**src/rtl/gate_tt_sequencer_if.sv**
```systemverilog
// Lane bus between the truth-table sequencer (master) and the gate datapath (slave).
interface gate_tt_sequencer_if;
  logic x1;
  logic x2;
  logic y2;
  logic x3;
  logic y3;
  logic z1;
  logic z2;
  logic z3;

  modport master (output x1, x2, y2, x3, y3, input z1, z2, z3);
  modport slave  (input x1, x2, y2, x3, y3, output z1, z2, z3);
endinterface

```
**src/rtl/gate_tt_sequencer.sv**
```systemverilog
// Truth-table sequencer for buffer/XNOR/NAND lanes: 10 vectors of SETTLE_CYC+3 cycles, done one cycle later; start ignored while busy, abort any time.
// Define GATE_TT_FAULT_LOG_EN to add the first-mismatch log ports (ff_valid, ff_gate, ff_vec, ff_obs).
module gate_tt_sequencer #(
  parameter int SETTLE_CYC = 2,
  parameter int ERR_W      = 4
) (
  input  logic                clk,
  input  logic                rst_n,
  input  logic                start,
  input  logic                abort,
  gate_tt_sequencer_if.master lane,
  output logic                busy,
  output logic                done,
  output logic                pass,
  output logic [ERR_W-1:0]    err_cnt,
  output logic [1:0]          cur_gate,
  output logic [1:0]          cur_vec
`ifdef GATE_TT_FAULT_LOG_EN
  ,
  output logic                ff_valid,
  output logic [1:0]          ff_gate,
  output logic [1:0]          ff_vec,
  output logic                ff_obs
`endif
);

  localparam logic [2:0] S_IDLE   = 3'd0;
  localparam logic [2:0] S_DRIVE  = 3'd1;
  localparam logic [2:0] S_SETTLE = 3'd2;
  localparam logic [2:0] S_CHECK  = 3'd3;
  localparam logic [2:0] S_NEXT   = 3'd4;
  localparam logic [2:0] S_DONE   = 3'd5;

  localparam int CNT_W = (SETTLE_CYC > 2) ? $clog2(SETTLE_CYC) : 1;

  logic [2:0]       state;
  logic [2:0]       state_nxt;
  logic [1:0]       gate;
  logic [1:0]       vec;
  logic [CNT_W-1:0] settle_cnt;
  logic             settle_done;
  logic             x1_q;
  logic             x2_q;
  logic             y2_q;
  logic             x3_q;
  logic             y3_q;
  logic             last_vec;
  logic             last_run;
  logic             obs;
  logic             exp_val;
  logic             mismatch;
  logic             accept;
  logic             kill;

  assign busy     = (state != S_IDLE);
  assign done     = (state == S_DONE);
  assign cur_gate = gate;
  assign cur_vec  = vec;

  assign lane.x1 = x1_q;
  assign lane.x2 = x2_q;
  assign lane.y2 = y2_q;
  assign lane.x3 = x3_q;
  assign lane.y3 = y3_q;

  assign accept      = (state == S_IDLE) && start && !abort;
  assign kill        = (state != S_IDLE) && abort;
  assign settle_done = (settle_cnt == CNT_W'(SETTLE_CYC - 1));
  assign last_vec    = (gate == 2'd0) ? (vec == 2'd1) : (vec == 2'd3);
  assign last_run    = (gate == 2'd2) && (vec == 2'd3);

  // Expected value comes from the registered lane inputs, i.e. what the datapath actually sees.
  always_comb begin
    obs     = 1'b0;
    exp_val = 1'b0;
    case (gate)
      2'd0: begin
        obs     = lane.z1;
        exp_val = x1_q;
      end
      2'd1: begin
        obs     = lane.z2;
        exp_val = ~(x2_q ^ y2_q);
      end
      default: begin
        obs     = lane.z3;
        exp_val = ~(x3_q & y3_q);
      end
    endcase
  end

  assign mismatch = (state == S_CHECK) && (obs != exp_val);

  always_comb begin
    state_nxt = state;
    case (state)
      S_IDLE:   if (accept) state_nxt = S_DRIVE;
      S_DRIVE:  state_nxt = (SETTLE_CYC == 0) ? S_CHECK : S_SETTLE;
      S_SETTLE: if (settle_done) state_nxt = S_CHECK;
      S_CHECK:  state_nxt = S_NEXT;
      S_NEXT:   state_nxt = last_run ? S_DONE : S_DRIVE;
      S_DONE:   state_nxt = S_IDLE;
      default:  state_nxt = S_IDLE;
    endcase
    if (kill) state_nxt = S_IDLE;
  end

  always_ff @(posedge clk or negedge rst_n) begin
    if (!rst_n) begin
      state      <= S_IDLE;
      gate       <= 2'd0;
      vec        <= 2'd0;
      settle_cnt <= '0;
      err_cnt    <= '0;
      pass       <= 1'b0;
      x1_q       <= 1'b0;
      x2_q       <= 1'b0;
      y2_q       <= 1'b0;
      x3_q       <= 1'b0;
      y3_q       <= 1'b0;
    end else begin
      state <= state_nxt;
      if (kill) begin
        gate <= 2'd0;
        vec  <= 2'd0;
        pass <= 1'b0;
        x1_q <= 1'b0;
        x2_q <= 1'b0;
        y2_q <= 1'b0;
        x3_q <= 1'b0;
        y3_q <= 1'b0;
      end else begin
        case (state)
          S_IDLE: begin
            if (accept) begin
              err_cnt <= '0;
              pass    <= 1'b0;
              gate    <= 2'd0;
              vec     <= 2'd0;
            end
          end
          S_DRIVE: begin
            // Lanes not under test are forced to 0.
            x1_q         <= (gate == 2'd0) ? vec[0] : 1'b0;
            {x2_q, y2_q} <= (gate == 2'd1) ? vec : 2'b00;
            {x3_q, y3_q} <= (gate == 2'd2) ? vec : 2'b00;
            settle_cnt   <= '0;
          end
          S_SETTLE: begin
            settle_cnt <= settle_cnt + CNT_W'(1);
          end
          S_CHECK: begin
            if (mismatch && (err_cnt != {ERR_W{1'b1}})) begin
              err_cnt <= err_cnt + ERR_W'(1);
            end
          end
          S_NEXT: begin
            if (last_run) begin
              gate <= 2'd0;
              vec  <= 2'd0;
              pass <= (err_cnt == '0);
            end else if (last_vec) begin
              gate <= gate + 2'd1;
              vec  <= 2'd0;
            end else begin
              vec <= vec + 2'd1;
            end
          end
          default: begin
          end
        endcase
      end
    end
  end

`ifdef GATE_TT_FAULT_LOG_EN
  // Only the first mismatch of a run is kept; the log survives abort and DONE.
  always_ff @(posedge clk or negedge rst_n) begin
    if (!rst_n) begin
      ff_valid <= 1'b0;
      ff_gate  <= 2'd0;
      ff_vec   <= 2'd0;
      ff_obs   <= 1'b0;
    end else if (accept) begin
      ff_valid <= 1'b0;
      ff_gate  <= 2'd0;
      ff_vec   <= 2'd0;
      ff_obs   <= 1'b0;
    end else if (mismatch && !abort && !ff_valid) begin
      ff_valid <= 1'b1;
      ff_gate  <= gate;
      ff_vec   <= vec;
      ff_obs   <= obs;
    end
  end
`endif

endmodule

```
**src/flat_wrapper.sv**
```systemverilog
// flat-port wrapper written by rule: the top's interface ports become plain ports
module gate_tt_sequencer_flat 
#(
  parameter int SETTLE_CYC = 2,
  parameter int ERR_W      = 4
)
  (clk, rst_n, start, abort, busy, done, pass, err_cnt, cur_gate, cur_vec, lane_x1, lane_x2, lane_y2, lane_x3, lane_y3, lane_z1, lane_z2, lane_z3);
  gate_tt_sequencer_if lane_i ();
  input  logic clk;
  input  logic rst_n;
  input  logic start;
  input  logic abort;
  output logic busy;
  output logic done;
  output logic pass;
  output logic [ERR_W-1:0] err_cnt;
  output logic [1:0] cur_gate;
  output logic [1:0] cur_vec;
  output wire logic [$bits(lane_i.x1)-1:0] lane_x1;
  output wire logic [$bits(lane_i.x2)-1:0] lane_x2;
  output wire logic [$bits(lane_i.y2)-1:0] lane_y2;
  output wire logic [$bits(lane_i.x3)-1:0] lane_x3;
  output wire logic [$bits(lane_i.y3)-1:0] lane_y3;
  input wire logic [$bits(lane_i.z1)-1:0] lane_z1;
  input wire logic [$bits(lane_i.z2)-1:0] lane_z2;
  input wire logic [$bits(lane_i.z3)-1:0] lane_z3;
  assign lane_x1 = lane_i.x1;
  assign lane_x2 = lane_i.x2;
  assign lane_y2 = lane_i.y2;
  assign lane_x3 = lane_i.x3;
  assign lane_y3 = lane_i.y3;
  assign lane_i.z1 = lane_z1;
  assign lane_i.z2 = lane_z2;
  assign lane_i.z3 = lane_z3;
  gate_tt_sequencer #(.SETTLE_CYC(SETTLE_CYC), .ERR_W(ERR_W)) u_core (.clk(clk), .rst_n(rst_n), .start(start), .abort(abort), .lane(lane_i), .busy(busy), .done(done), .pass(pass), .err_cnt(err_cnt), .cur_gate(cur_gate), .cur_vec(cur_vec));
endmodule
```
**config.mk**
```make
export PLATFORM = sky130hd
export DESIGN_NAME = gate_tt_sequencer_flat
export DESIGN_NICKNAME = d
export VERILOG_FILES = /design/src/rtl/gate_tt_sequencer_if.sv /design/src/rtl/gate_tt_sequencer.sv /design/src/flat_wrapper.sv
export SDC_FILE = /design/constraint.sdc
export NUM_CORES = 1
export LEC_CHECK = 0
export CAP_MARGIN = 15
export CORE_ASPECT_RATIO = 1.4
export CORE_UTILIZATION = 30
export CTS_BUF_LIST = sky130_fd_sc_hd__clkbuf_16
export CTS_CLUSTER_DIAMETER = 30
export DETAILED_ROUTE_END_ITERATION = 16
export SYNTH_ARGS = -nofsm -noshare
export SYNTH_HDL_FRONTEND = slang
export SYNTH_SLANG_ARGS = --single-unit
export TNS_END_PERCENT = 100
```
**constraint.sdc**
```tcl
create_clock -name clk -period 2 [get_ports clk]
set_input_delay 0.5 -clock clk [delete_from_list [all_inputs] [get_ports clk]]
set_output_delay 0.5 -clock clk [all_outputs]
set_load 0.02 [all_outputs]
```
==> summary.md <==
- 1.04 mW — overall power
- 15.3% — ratio of cells with drive above 1 in the final layout
- met4 — highest metal layer used by the detailed router
- simple AND/OR/NAND/NOR gates — main combinational cell family by area after synthesis
- 0.25 ns — Skew-Pair Late Insertion Delay
- 356 — number of filler cells placed in the layout
- 0.452 ns — pin slew with the least headroom to its limit
- yes — CTS tree
- dfrtp_1 — library cell occupying the most area in the post-synthesis netlist
- dfrtp_1 — leading cell type by number of instances after synthesis
- 1.50 ns — required arrival time at the worst endpoint
- flip-flop — launching element type of the critical path
- 0 — Setup Viol. Count Final
- 2 — Worst Path Max Fanout
- u_core.cur_gate[1] — reg-to-reg startpoint
- 0.537 ns — Hold Slack
- 5.22 — Via density
- 0 — number of endpoints with negative hold slack in the final report
- 69.8% — Max-slew headroom
- 0 — max capacitance violation total
- 0.20 ns — reg-to-reg slack, setup
- 2.37% — share of the synthesized netlist area taken by xor and xnor gates
- 0 — sum of overflow across all layers after global routing
- 19 — largest net degree at the start of global routing
- 0.00183 ns — Worst Skew
- u_core.pass — Hold Path Sink
- 2 — Clock Tree Buf Depth
- 1.96 ns — time the final worst path needs with I/O delays and setup
- primary output — Setup crit end kind
- 0 ns — final-layout setup total negative slack
- 25 — number of placement rows
- 39.1% — power share of the sequential group
- 0.817 — final weighted congestion of routability-driven global placement
- 509 MHz — Max Freq
- dfrtp_1 (18), nand2_1 (16), nor2_1 (10), o21ai_0 (10), a21oi_1 (8) — most instantiated cells after synthesis
- 1330 um — met2 WL
- 100% — proportion of register bits with asynchronous set or reset after synthesis
- 3950 um^2 — area of the die
- 1900 um — estimated wirelength of the detail-placed design
- 40.6% — share of the synthesized area in the top cell type
- 169 — number of nets in the final layout
- 18 — #FFs+latches synth
- 4400 um — wire length of the first global-routing pass
- 0 — final-report max-slew violation count
- clkbuf_16 — root buffer cell
- 39 — post-synth cell types
- 3 — number of CTS-inserted buffers
- 1008 — via count of the first global-routing pass
- 40.6% — share of synthesized area occupied by flip-flops and latches
- 0 — Remaining DRCs
- 1029 — routed via count
- 48 — initial DRC count
- 0 — number of nets with antenna violations after detailed routing
- false — unrepaired setup endpoints after global routing
- 23 — number of top-level pins
- 4.51% — fraction of the mapped netlist area in adder cells
- 1 — number of levels the H-tree was split into
- 0 — count of hold-fix buffers inserted at cts
- reg2reg — path type of the worst min-delay path
- 18 — count of clock tree sinks
- 74.0 um — die span in y
- reg2out — path type of the worst setup path
- dfrtp_1 — top_reg_cell synth
- 0.631 nW — reported leakage power
- dfrtp_1 (41%), nand2_1 (5.4%), ha_1 (4.5%), o21ai_0 (4.5%), a21oi_1 (3.6%) — most area-consuming cells after synthesis
- 137 — number of nets in the synthesized netlist
- 35.7% — synthesis-to-finish area growth
- 43.8% — final core utilization
- 53.4 um — die outline width
- 39.0% — proportion of power drawn by the clock network
- 0 — number of antenna repair diodes
- 15.4% — total routing usage reported by global routing
- 32.3% — Initial Util
- 283 uW — total net switching power
- 758 uW — internal power contribution
- 0 — initial antenna violation count
- 2610 um — Detailed Route WL
- completed — status
- 0 — number of enable flip-flop cells after synthesis
- 16.1% — compound-gate portion of the synthesized area
- 21.9% — part of the total power dissipated in combinational logic
- 3.72% — proportion of synthesized area in mux cells
- 0.05 ns — clock slew at reported path FFs
- 96 um — routed wl met3
- 8.81 um^2 — Synth Area per Inst
- 0.395 mV — maximum VDD drop
- 4 — first-pass detailed-route iteration total
- 1.46 ns — critical path arrival
- 126 — Gate Count Post-Synth
- 1120 um — sum of routed wire segments on met1
- u_core.err_cnt[3] — Critical R2R Capture
- 98.1% — fraction of the cycle the final worst path needs
- 5 — cell count of the worst reg-to-reg path
- 27.2% — net switching share of the total power
- 691 nW/um^2 — power per cell area
- 27.6% — post-synthesis simple-gate area fraction
- 2 — cell count of the worst hold path
- u_core.pass — worst hold start
- 13.2 um — WL per Instance
- 1110 um^2 — post-synth design cell area
- 3440 um^2 — Core ar.
- 0 — Yosys warnings
- 22 — total of buffers placed on input and output ports
-- area by class of cell --
| type | instances | area [um^2] | area share, % |
|---|---|---|---|
| multi-input cells | 97 | 606 | 40.2 |
| flip-flops and latches | 18 | 453 | 30.1 |
| repair buffers | 33 | 300 | 19.9 |
| clock inverters | 1 | 3.75 | 0.249 |
| well taps | 40 | 50.0 | 3.32 |
| inverters | 5 | 18.8 | 1.25 |
| clock buffers | 3 | 75.1 | 4.98 |
-- logic make-up (layout without fill, tap and decap cells) --
group | count (synthesis) | after routing
AND/OR/NAND/NOR | 57 | 57
AO/OA/AOI/OAI | 29 | 29
flip-flops | 18 | 18
buffers and inverters | 11 | 42
adder cells (fa/ha/maj) | 4 | 4
multiplexers | 4 | 4
XOR/XNOR | 3 | 3
-- layout by cell type, fill, tap and decap left out, types with 2 or more instances in the layout --
cell type / synthesis / final
clkdlybuf4s50_1: 0 / 20
nand2_1: 16 / 16
dfrtp_1: 18 / 16
buf_4: 0 / 11
o21ai_0: 10 / 10
nor2_1: 10 / 9
a21oi_1: 8 / 8
nand3_1: 6 / 6
inv_1: 5 / 5
nand3b_1: 4 / 4
ha_1: 4 / 4
and2_1: 3 / 3
nor3_1: 3 / 3
mux2i_1: 3 / 3
o31ai_1: 3 / 3
clkbuf_16: 0 / 3
nor3b_1: 2 / 2
xnor2_1: 2 / 2
nor2b_1: 2 / 2
dlygate4sd2_1: 0 / 2
dfrtp_2: 0 / 2
-- registers in the layout (all words and copies together), names as in the netlist --
name / flops
u_core.lane.y3: 1
u_core.cur_gate: 2
u_core.state: 3
u_core.lane.y2: 1
u_core.lane.x1: 1
u_core.cur_vec: 2
u_core.lane.x2: 1
u_core.pass: 1
u_core.settle_cnt: 1
u_core.err_cnt: 4
u_core.lane.x3: 1
-- through the flow --
step | cell area (um^2) | setup slack, ns | instances
after global placement | 1430 | -0.0440 | 193
final | 1510 | 0.0371 | 197
after CTS | 1500 | 0.0303 | 197
after global routing | 1510 | 0.0165 | 197
after floorplan | 1110 | 0.231 | 126
after detailed placement | 1430 | -0.112 | 193
-- power by group through the flow --
stage               registers (mW)  clock network, mW  logic, mW
floorplan                    0.410                  0      0.132
detailed placement           0.413                  0      0.230
global route                 0.409              0.436      0.252
finish                       0.407              0.406      0.228
global placement             0.411                  0      0.229
CTS                          0.406              0.420      0.227
-- worst max path at each step --
stage | start | to | depth (start not counted)
4_1_cts | u_core.cur_gate[1] | cur_gate[1] | 1
2_1_floorplan | u_core.cur_gate[0] | u_core.err_cnt[3] | 6
6_report | u_core.state[2] | busy | 2
3_5_place_dp | start | u_core.err_cnt[1] | 7
5_1_grt | u_core.state[2] | busy | 2
3_3_place_gp | start | u_core.err_cnt[3] | 6
-- worst max-delay path: stages, from the launching register on --
cell and delay (ns):
dfrtp_1 0.38, or3_2 0.50, dlygate4sd2_1 0.34
-- metal layers --
metal	vias to the layer above	track usage, %
met3	5	1.23
met4	0	8.77
met1	489	18.1
li1	502	-
met5	-	0
met2	33	26.7
-- repair_timing --
| item | 4_1_cts | 5_1_grt |
|---|---|---|
| gates resized for setup | 3 | 2 |
| setup endpoints to repair | 3 | 2 |
| pin swaps | 0 | 0 |
| cloned | 0 | 0 |
| buffers inserted | 0 | 0 |
(Power assumes the default switching activity.)
